<file path="config.mk">
export PLATFORM = sky130hd
export DESIGN_NAME = nibble_serial_compare_ctrl_flat
export DESIGN_NICKNAME = d
export VERILOG_FILES = /design/src/rtl/nibble_serial_compare_ctrl_pkg.sv /design/src/rtl/nibble_serial_compare_ctrl_if.sv /design/src/rtl/nibble_cmp4.sv /design/src/rtl/nibble_serial_compare_ctrl.sv /design/src/flat_wrapper.sv
export SDC_FILE = /design/constraint.sdc
export NUM_CORES = 1
export LEC_CHECK = 0
export ABC_AREA = 1
export BUFFER_PORTS_ARGS = -buffer_cell sky130_fd_sc_hd__buf_2
export CORE_UTILIZATION = 35
export DETAILED_ROUTE_END_ITERATION = 10
export PLACE_DENSITY_LB_ADDON = 0.15
export SLEW_MARGIN = 5
export SYNTH_ARGS = -nofsm -noshare
export SYNTH_HDL_FRONTEND = slang
export SYNTH_SLANG_ARGS = --single-unit
</file>
<file path="constraint.sdc">
create_clock -name clk -period 1.3 [get_ports clk]
set_input_delay 0.39 -clock clk [delete_from_list [all_inputs] [get_ports clk]]
set_output_delay 0.39 -clock clk [all_outputs]
set_load 0.1 [all_outputs]
</file>
<file path="src/rtl/nibble_serial_compare_ctrl_pkg.sv">
// Shared types for the nibble-serial magnitude compare controller.
// Contents: FSM state encoding, one-hot result type {gt, eq, lt}, slice width
// and a helper that sizes the nibble counter.
package nibble_serial_compare_ctrl_pkg;

  // Width of the single magnitude-compare slice reused for every nibble.
  localparam int NIB_BITS = 4;

  typedef enum logic [1:0] {
    ST_IDLE    = 2'd0,
    ST_COMPARE = 2'd1,
    ST_DONE    = 2'd2
  } state_e;

  // Registered result. It is exactly one-hot whenever a result is presented,
  // and it is all-zero only after reset.
  typedef struct packed {
    logic gt;
    logic eq;
    logic lt;
  } res_t;

  localparam res_t RES_NONE = '{gt: 1'b0, eq: 1'b0, lt: 1'b0};
  localparam res_t RES_EQ   = '{gt: 1'b0, eq: 1'b1, lt: 1'b0};

  // Nibble counter width. It must index 0..nib-1, and it is never narrower
  // than one bit, so that a single-nibble configuration still elaborates.
  function automatic int cnt_width(input int nib);
    return (nib > 1) ? $clog2(nib) : 1;
  endfunction

endpackage

</file>
<file path="src/rtl/nibble_serial_compare_ctrl_if.sv">
// Handshake and data bundle between producer/consumer and the compare controller.
// Ports: in_valid/in_ready/A/B (operand side), out_valid/out_ready (result side),
//        A_eq_B/A_gt_B/A_lt_B result flags, busy status.
interface nibble_serial_compare_ctrl_if #(
  parameter int WIDTH = 16
);
  import nibble_serial_compare_ctrl_pkg::*;

  logic             in_valid;
  logic             in_ready;
  logic [WIDTH-1:0] A;
  logic [WIDTH-1:0] B;
  logic             out_valid;
  logic             out_ready;
  logic             A_eq_B;
  logic             A_gt_B;
  logic             A_lt_B;
  logic             busy;

  // The master side is the environment. It supplies operands and consumes
  // results.
  modport master (
    output in_valid, A, B, out_ready,
    input  in_ready, out_valid, A_eq_B, A_gt_B, A_lt_B, busy
  );

  // The slave side is the compare controller.
  modport slave (
    input  in_valid, A, B, out_ready,
    output in_ready, out_valid, A_eq_B, A_gt_B, A_lt_B, busy
  );

endinterface

</file>
<file path="src/rtl/nibble_cmp4.sv">
// 4-bit unsigned magnitude compare slice. It is purely combinational.
// Latency: 0 cycles. Backpressure: none, because this is a combinational leaf.
// Ports: a_i/b_i nibble operands; eq_o/gt_o/lt_o are exactly one-hot.
module nibble_cmp4
  import nibble_serial_compare_ctrl_pkg::*;
(
  input  logic [NIB_BITS-1:0] a_i,
  input  logic [NIB_BITS-1:0] b_i,
  output logic                eq_o,
  output logic                gt_o,
  output logic                lt_o
);

  assign gt_o = (a_i > b_i);
  assign lt_o = (a_i < b_i);
  assign eq_o = (a_i == b_i);

endmodule

</file>
<file path="src/rtl/nibble_serial_compare_ctrl.sv">
// Compares two WIDTH-bit unsigned operands one nibble per cycle, starting at the
// MSB, and stops at the first unequal nibble.
// Latency: out_valid rises k+1 cycles after the accept edge, where k is the
// first differing nibble (or NIB-1 if all nibbles are equal).
// Backpressure: the result is held in DONE until out_ready is high. in_ready
// stays low from accept until the result handshake completes.
// Ports: clk, rst_n (async, active-low); bus = slave side of
// nibble_serial_compare_ctrl_if.
module nibble_serial_compare_ctrl
  import nibble_serial_compare_ctrl_pkg::*;
#(
  parameter int WIDTH = 16
) (
  input  logic                        clk,
  input  logic                        rst_n,
  nibble_serial_compare_ctrl_if.slave bus
);

  localparam int              NIB  = WIDTH / NIB_BITS;
  localparam int              CW   = cnt_width(NIB);
  localparam logic [CW-1:0]   LAST = CW'(NIB - 1);

  // ---------------------------------------------------------------------------
  // State
  // ---------------------------------------------------------------------------
  state_e           state_q, state_d;
  logic [CW-1:0]    cnt_q,   cnt_d;
  logic [WIDTH-1:0] a_q,     a_d;
  logic [WIDTH-1:0] b_q,     b_d;
  res_t             res_q,   res_d;
  // Low during reset and high from the first clock after release. It keeps
  // in_ready low while rst_n is asserted, even though the state is IDLE.
  logic             alive_q;

  // ---------------------------------------------------------------------------
  // Compare slice: it always looks at the top nibble of the shift registers.
  // ---------------------------------------------------------------------------
  logic [NIB_BITS-1:0] a_nib;
  logic [NIB_BITS-1:0] b_nib;
  logic                s_eq;
  logic                s_gt;
  logic                s_lt;

  assign a_nib = a_q[WIDTH-1 -: NIB_BITS];
  assign b_nib = b_q[WIDTH-1 -: NIB_BITS];

  nibble_cmp4 u_cmp (
    .a_i  (a_nib),
    .b_i  (b_nib),
    .eq_o (s_eq),
    .gt_o (s_gt),
    .lt_o (s_lt)
  );

  // ---------------------------------------------------------------------------
  // Next-state and handshake outputs
  // ---------------------------------------------------------------------------
  logic in_ready_c;
  logic out_valid_c;

  always_comb begin
    state_d     = state_q;
    cnt_d       = cnt_q;
    a_d         = a_q;
    b_d         = b_q;
    res_d       = res_q;
    in_ready_c  = 1'b0;
    out_valid_c = 1'b0;

    unique case (state_q)
      ST_IDLE: begin
        in_ready_c = alive_q;
        if (bus.in_valid && alive_q) begin
          a_d     = bus.A;
          b_d     = bus.B;
          cnt_d   = '0;
          state_d = ST_COMPARE;
        end
      end

      ST_COMPARE: begin
        if (!s_eq) begin
          // The first unequal nibble decides the whole comparison.
          res_d   = '{gt: s_gt, eq: 1'b0, lt: s_lt};
          state_d = ST_DONE;
        end else if (cnt_q == LAST) begin
          res_d   = RES_EQ;
          state_d = ST_DONE;
        end else begin
          a_d   = a_q << NIB_BITS;
          b_d   = b_q << NIB_BITS;
          cnt_d = cnt_q + CW'(1);
        end
      end

      ST_DONE: begin
        out_valid_c = 1'b1;
        if (bus.out_ready) begin
          state_d = ST_IDLE;
        end
      end

      default: begin
        state_d = ST_IDLE;
      end
    endcase
  end

  // ---------------------------------------------------------------------------
  // Registers
  // ---------------------------------------------------------------------------
  always_ff @(posedge clk or negedge rst_n) begin
    if (!rst_n) begin
      state_q <= ST_IDLE;
      cnt_q   <= '0;
      a_q     <= '0;
      b_q     <= '0;
      res_q   <= RES_NONE;
      alive_q <= 1'b0;
    end else begin
      state_q <= state_d;
      cnt_q   <= cnt_d;
      a_q     <= a_d;
      b_q     <= b_d;
      res_q   <= res_d;
      alive_q <= 1'b1;
    end
  end

  // ---------------------------------------------------------------------------
  // Outputs. The flags come straight from the result register, so they keep
  // the last result after the DONE->IDLE handshake.
  // ---------------------------------------------------------------------------
  assign bus.in_ready  = in_ready_c;
  assign bus.out_valid = out_valid_c;
  assign bus.busy      = (state_q != ST_IDLE);
  assign bus.A_gt_B    = res_q.gt;
  assign bus.A_eq_B    = res_q.eq;
  assign bus.A_lt_B    = res_q.lt;

  // ---------------------------------------------------------------------------
  // Invariants
  // ---------------------------------------------------------------------------
  a_result_onehot: assert property (
    @(posedge clk) disable iff (!rst_n)
      (state_q == ST_DONE) |-> $onehot(res_q)
  );

  a_result_stable_in_done: assert property (
    @(posedge clk) disable iff (!rst_n)
      (state_q == ST_DONE && $past(state_q) == ST_DONE) |-> $stable(res_q)
  );

  a_cnt_in_range: assert property (
    @(posedge clk) disable iff (!rst_n)
      (state_q == ST_COMPARE) |-> (cnt_q <= LAST)
  );

endmodule

</file>
<file path="src/flat_wrapper.sv">
// flat-port wrapper written by rule: the top's interface ports become plain ports
module nibble_serial_compare_ctrl_flat import nibble_serial_compare_ctrl_pkg::*;
#(
  parameter int WIDTH = 16
)
  (clk, rst_n, bus_in_valid, bus_A, bus_B, bus_out_ready, bus_in_ready, bus_out_valid, bus_A_eq_B, bus_A_gt_B, bus_A_lt_B, bus_busy);
  nibble_serial_compare_ctrl_if #(.WIDTH(WIDTH)) bus_i ();
  input  logic clk;
  input  logic rst_n;
  input wire logic [$bits(bus_i.in_valid)-1:0] bus_in_valid;
  input wire logic [$bits(bus_i.A)-1:0] bus_A;
  input wire logic [$bits(bus_i.B)-1:0] bus_B;
  input wire logic [$bits(bus_i.out_ready)-1:0] bus_out_ready;
  output wire logic [$bits(bus_i.in_ready)-1:0] bus_in_ready;
  output wire logic [$bits(bus_i.out_valid)-1:0] bus_out_valid;
  output wire logic [$bits(bus_i.A_eq_B)-1:0] bus_A_eq_B;
  output wire logic [$bits(bus_i.A_gt_B)-1:0] bus_A_gt_B;
  output wire logic [$bits(bus_i.A_lt_B)-1:0] bus_A_lt_B;
  output wire logic [$bits(bus_i.busy)-1:0] bus_busy;
  assign bus_i.in_valid = bus_in_valid;
  assign bus_i.A = bus_A;
  assign bus_i.B = bus_B;
  assign bus_i.out_ready = bus_out_ready;
  assign bus_in_ready = bus_i.in_ready;
  assign bus_out_valid = bus_i.out_valid;
  assign bus_A_eq_B = bus_i.A_eq_B;
  assign bus_A_gt_B = bus_i.A_gt_B;
  assign bus_A_lt_B = bus_i.A_lt_B;
  assign bus_busy = bus_i.busy;
  nibble_serial_compare_ctrl #(.WIDTH(WIDTH)) u_core (.clk(clk), .rst_n(rst_n), .bus(bus_i));
endmodule
</file>
# Yosys cells after proc, flatten, opt, wreduce, memory -nomap -nowiden
# Cells that the tools add are included.
# word_totals
register_bits	40
latch_bits	0
mem_bits_rw	0
romBits	0
inputBits	36
out_inout_bits	6
memories	0
# op_classes
add_sub_neg	1
n_mul	0
div_mod_pow	0
order_cmp	2
n_eq_ne	10
n_shift	0
mux	21
bitwise_logic	0
reduce_logical	7
# op_table
operator	count
16-bit 2-to-1 mux	6
16-bit one-hot mux with 2 select lines	2
2-bit 2-to-1 mux	7
3-bit 2-to-1 mux	2
2-bit inequality test (second input constant)	3
2-bit one-hot mux with 3 select lines	1
2-bit equality test (second input constant)	2
4-bit equality test	1
4-bit greater-than comparator	1
4-bit < comparator	1
2-bit by 1-bit inequality test with 1-bit output (second input constant)	2
2-bit one-hot mux with 2 select lines	1
4-bit AND reduction	1
2-bit nonzero test	2
3-bit inequality test (second input constant)	1
3-bit AND reduction	1
2-bit by 1-bit adder with 2-bit output (second input constant)	1
2-bit by 1-bit equality test with 1-bit output (second input constant)	1
2-bit logical NOT	1
1-bit 2-to-1 mux	2
2-bit AND reduction	1
1-bit logical AND	1

# Depth between registers and ports, before layout
# depth
depth_word	4
depth_mapped	9

# Hierarchy
# From an unflattened synthesis, not the netlist that was laid out.
# unflattened
hier_cells	285
area_unflattened_um2	2159.6
# modules_own_cells
module	n_inst	cells_each	area_each_um2
nibble_serial_compare_ctrl	1	265	2044.5
nibble_cmp4	1	20	115.1

# Worst setup path after synthesis
# OpenSTA, ideal clock, no wires.
# synth_timing
path_type	register to output
start	reg u_core.state_q[0]
end	out bus_in_ready
arrival_time_ns	2.032
slack_ns	-1.122
path_stages_with_launch	4
path_cell_list	dfrtp_1 > nor2_1 > inv_1 > nor2_2
# synth_between
elab_chain_cells	2
# synth_rtl
element	line	text
start, declared	nibble_serial_compare_ctrl.sv:26	state_e state_q, state_d;
start signal, assigned	nibble_serial_compare_ctrl.sv:121	state_q <= state_d;
2-bit logical NOT	nibble_serial_compare_ctrl.sv:70	unique case (state_q)
1-bit 2-to-1 mux	nibble_serial_compare_ctrl.sv:70	
end, declared	flat_wrapper.sv:14	output wire logic [$bits(bus_i.in_ready)-1:0] bus_in_ready;
# Every way passes these cells.

# Worst setup path in the final report
# layout_timing
start	reg u_core.state_q[0]
end	out bus_busy
# layout_between
elab_chain_cells	1
# layout_rtl
element	line	text
2-bit nonzero test	nibble_serial_compare_ctrl.sv:136	assign bus.busy = (state_q != ST_IDLE);
end, declared	flat_wrapper.sv:19	output wire logic [$bits(bus_i.busy)-1:0] bus_busy;
# Every way passes these cells.

==> summary.txt <==
Pwr
  – Seq pwr share: 0.291
  – LEAKAGE: 1.86 nW
  – P_sw: 3.08 mW
  – Power Internal: 4.29 mW
  – Worst ir drop on vdd: 1440 uV
  – Clock power share: 0.137
  – Cell Pwr Density: 2200 mW/mm^2
  – Total Power: 7.37 mW
  – Comb pwr share: 0.572
  – Sw frac: 0.418

Yosys
  – Commonest cells post-synth: nand2_1 (141), nand3_1 (46), dfrtp_1 (40)
  – Synthesized area: 0.00205 sq mm
  – Yosys top cell by area: dfrtp_1
  – Synth top area share: 0.488
  – Synth Register Bits: 40
  – Post-synth cell types: 19
  – Top cells by area, synth: dfrtp_1 (49%), nand2_1 (26%), nand3_1 (11%), ha_1 (3.0%), buf_2 (2.4%)
  – Top FF cell, synth: dfrtp_1
  – Top-count cell post-synth: nand2_1
  – Synth Net Count: 315
  – Synthesis warning total: 0
  – Syn avg cell area: 7.49 sq um
  – Post-Syn Instances: 274
  – Number of synthesized flops with an enable pin: 0
  – Register area share after synthesis: 0.488
  – Asr flop ratio synth: 1.00

Routing
  – First-pass DRT Iterations: 4
  – Iteration-0 DRC Markers: 130
  – Detailed-route vias per instance: 4.82
  – Final ANT Viol Nets: 0
  – Vias: 2058
  – Final wirelength: 5.93 mm
  – DRC: 0
  – WL/cell: 13.9 microns

Setup path
  – Critical path class: reg2out
  – CP Cell Sequence: nor2_4 > inv_2 > buf_4 > buf_12
  – CP Capture Type: primary output
  – Critical-path maximum fanout: 2
  – WP data arrival: 1.23 ns
  – Req. time, crit path: 0.91 ns
  – FF-to-FF setup slack: -0.30 ns
  – Worst path slowest cell: dfrtp_1
  – Delay of the slowest critical-path stage: 0.42 ns
  – Startpoint types: register

Die
  – Die ar.: 0.00617 sq mm
  – Placement Rows: 27
  – Core footprint: 0.00557 sq mm
  – Io pins: 42
  – Die width: 78.6 microns
  – Die Y: 78.6 microns
  – Initial Util: 0.368

Clock tree
  – CTS Buf Count: 5
  – Clk slew on worst S/H paths: 0.08 ns
  – Clock Latency Late Sink: 0.29 ns
  – H-Tree Level Count: 2
  – # hold bufs at CTS: 0
  – Max Root-Sink Buffers: 2
  – CTS tree: yes
  – Clock sink count: 40
  – Root Driver: clkbuf_8

Cells and area
  – Layout area overhead: 63.4%
  – Final instance area: 0.00335 sq mm
  – Fin nets: 395
  – Share of cells above drive strength 1: 0.470
  – N_diodes: 0

Timing
  – RSZ-0062 raised after global routing: true
  – Max frequency: 616 MHz
  – Final WS setup: -0.324 ns
  – Fin. max-slew vios: 0
  – Hold WS: 0.0519 ns
  – Fin crit period: 1.62 ns
  – Final Setup Violations: 42
  – Fin crit share: 1.25
  – Skew final: 0.00595 ns
  – Final Hold Viols: 0

Job
  – Max_cap viols: 0

Hold path
  – Hold Path Class: in2async

Place
  – Port bufs: 41
  – Global placer's final weighted congestion: 0.739
  – DP Area: 0.00266 sq mm
  – Hpwl dp: 3.62 mm
  – Dpl ws: -0.134 ns

Global routing
  – Initial antenna violation count: 0
  – Grt total ovfl: 0
  – Number of global-route vias before repair: 2195
  – Largest net degree at the start of global routing: 41
  – GR Util met3: 0.0384
  – First-pass GRT wire length: 10.1 mm
  – Grt met1 use: 0.252
  – GR met2 Demand/Resource: 0.378
  – Most Crowded Layer GR: met2
  – Total GRT Usage: 0.214

Run status
  – Failing checks: setup timing
  – Status: finished with violations
## what timing repair did
item,4_1_cts,5_1_grt
setup buffers,14,5
pin swaps,7,13
gates resized for setup,54,48
setup endpoints to repair,43,45
gates cloned,5,0
## logic make-up after synthesis
logic type / count (synthesis) / share of synthesized area
fa+ha+maj: 5 / 0.0305
compound gates: 4 / 0.0110
flops: 40 / 0.488
simple gates: 198 / 0.408
other cells: 1 / 0.00183
buf+inv: 26 / 0.0610
## metal layers
layer  vias to the layer above  wire length [microns]
met5                         -                      0
met4                         0                    101
met3                        10                    281
met2                        58                   3140
met1                       970                   2420
li1                       1020                      -
## worst max-delay path: cells and delay by family, from the launching register on
kind	cells	cell delay, ns
and+or+nand+nor	1	0.16
DFF	1	0.42
buffers and inverters	3	0.36
## worst paths after layout
check | start | endpoint | cells after the start
setup reg to reg | u_core.a_q[15]$_DFFE_PN0P_ | u_core.b_q[12]$_DFFE_PN0P_ | 9
hold reg to reg | u_core.a_q[2]$_DFFE_PN0P_ | u_core.a_q[2]$_DFFE_PN0P_ | 2
hold / removal | rst_n | u_core.b_q[10]$_DFFE_PN0P_ | 2
min in group clk | bus_out_ready | u_core.state_q[1]$_DFFE_PN0P_ | 2
setup / recovery | u_core.state_q[0]$_DFFE_PN0P_ | bus_busy | 4
max in group asynchronous | rst_n | u_core.a_q[6]$_DFFE_PN0P_ | 2
## placed cells by master, fill, tap and decap left out, types with 8 or more instances in the layout
cell type | synthesis | routed
buf_12 | 0 | 12
buf_2 | 10 | 35
nand2_2 | 1 | 26
dfrtp_1 | 40 | 40
nand2_1 | 141 | 100
nand3_1 | 46 | 34
inv_1 | 12 | 8
nand2_4 | 2 | 17
nand3_2 | 1 | 13
buf_6 | 2 | 9
buf_4 | 0 | 25
## state kept, by name, indices dropped and copies added, names as in the netlist
name,cells
u_core.alive_q,1
u_core.bus.A_gt_B,1
u_core.b_q,16
u_core.cnt_q,2
u_core.bus.A_lt_B,1
u_core.bus.A_eq_B,1
u_core.a_q,16
u_core.state_q,2
## power by group through the flow
stage	clock [mW]	sequential (mW)	combinational (mW)
floorplan	0	2.25	1.82
global placement	0	2.10	3.00
detailed placement	0	2.11	3.06
CTS	1.04	2.12	3.89
global route	1.08	2.22	4.57
finish	1.01	2.15	4.21
## layout make-up
cell class / instances / area, sq um
clock inverter: 2 / 35.0
tap: 72 / 90.1
multi-input combinational: 208 / 1270
timing repair buffer: 86 / 830
fill: 509 / 2220
clock buffer: 6 / 72.6
inverter: 13 / 48.8
sequential: 40 / 1000
## through the flow
stage / TNS [ns] / util / std cells
CTS: -8.72 / 0.576 / 427
global placement: -1.93 / 0.478 / 400
detailed placement: -3.45 / 0.478 / 400
floorplan: -8.44 / - / 274
finish: -9.98 / 0.601 / 427
global route: -12.31 / 0.601 / 427
Power figures use the tool's default switching activity.
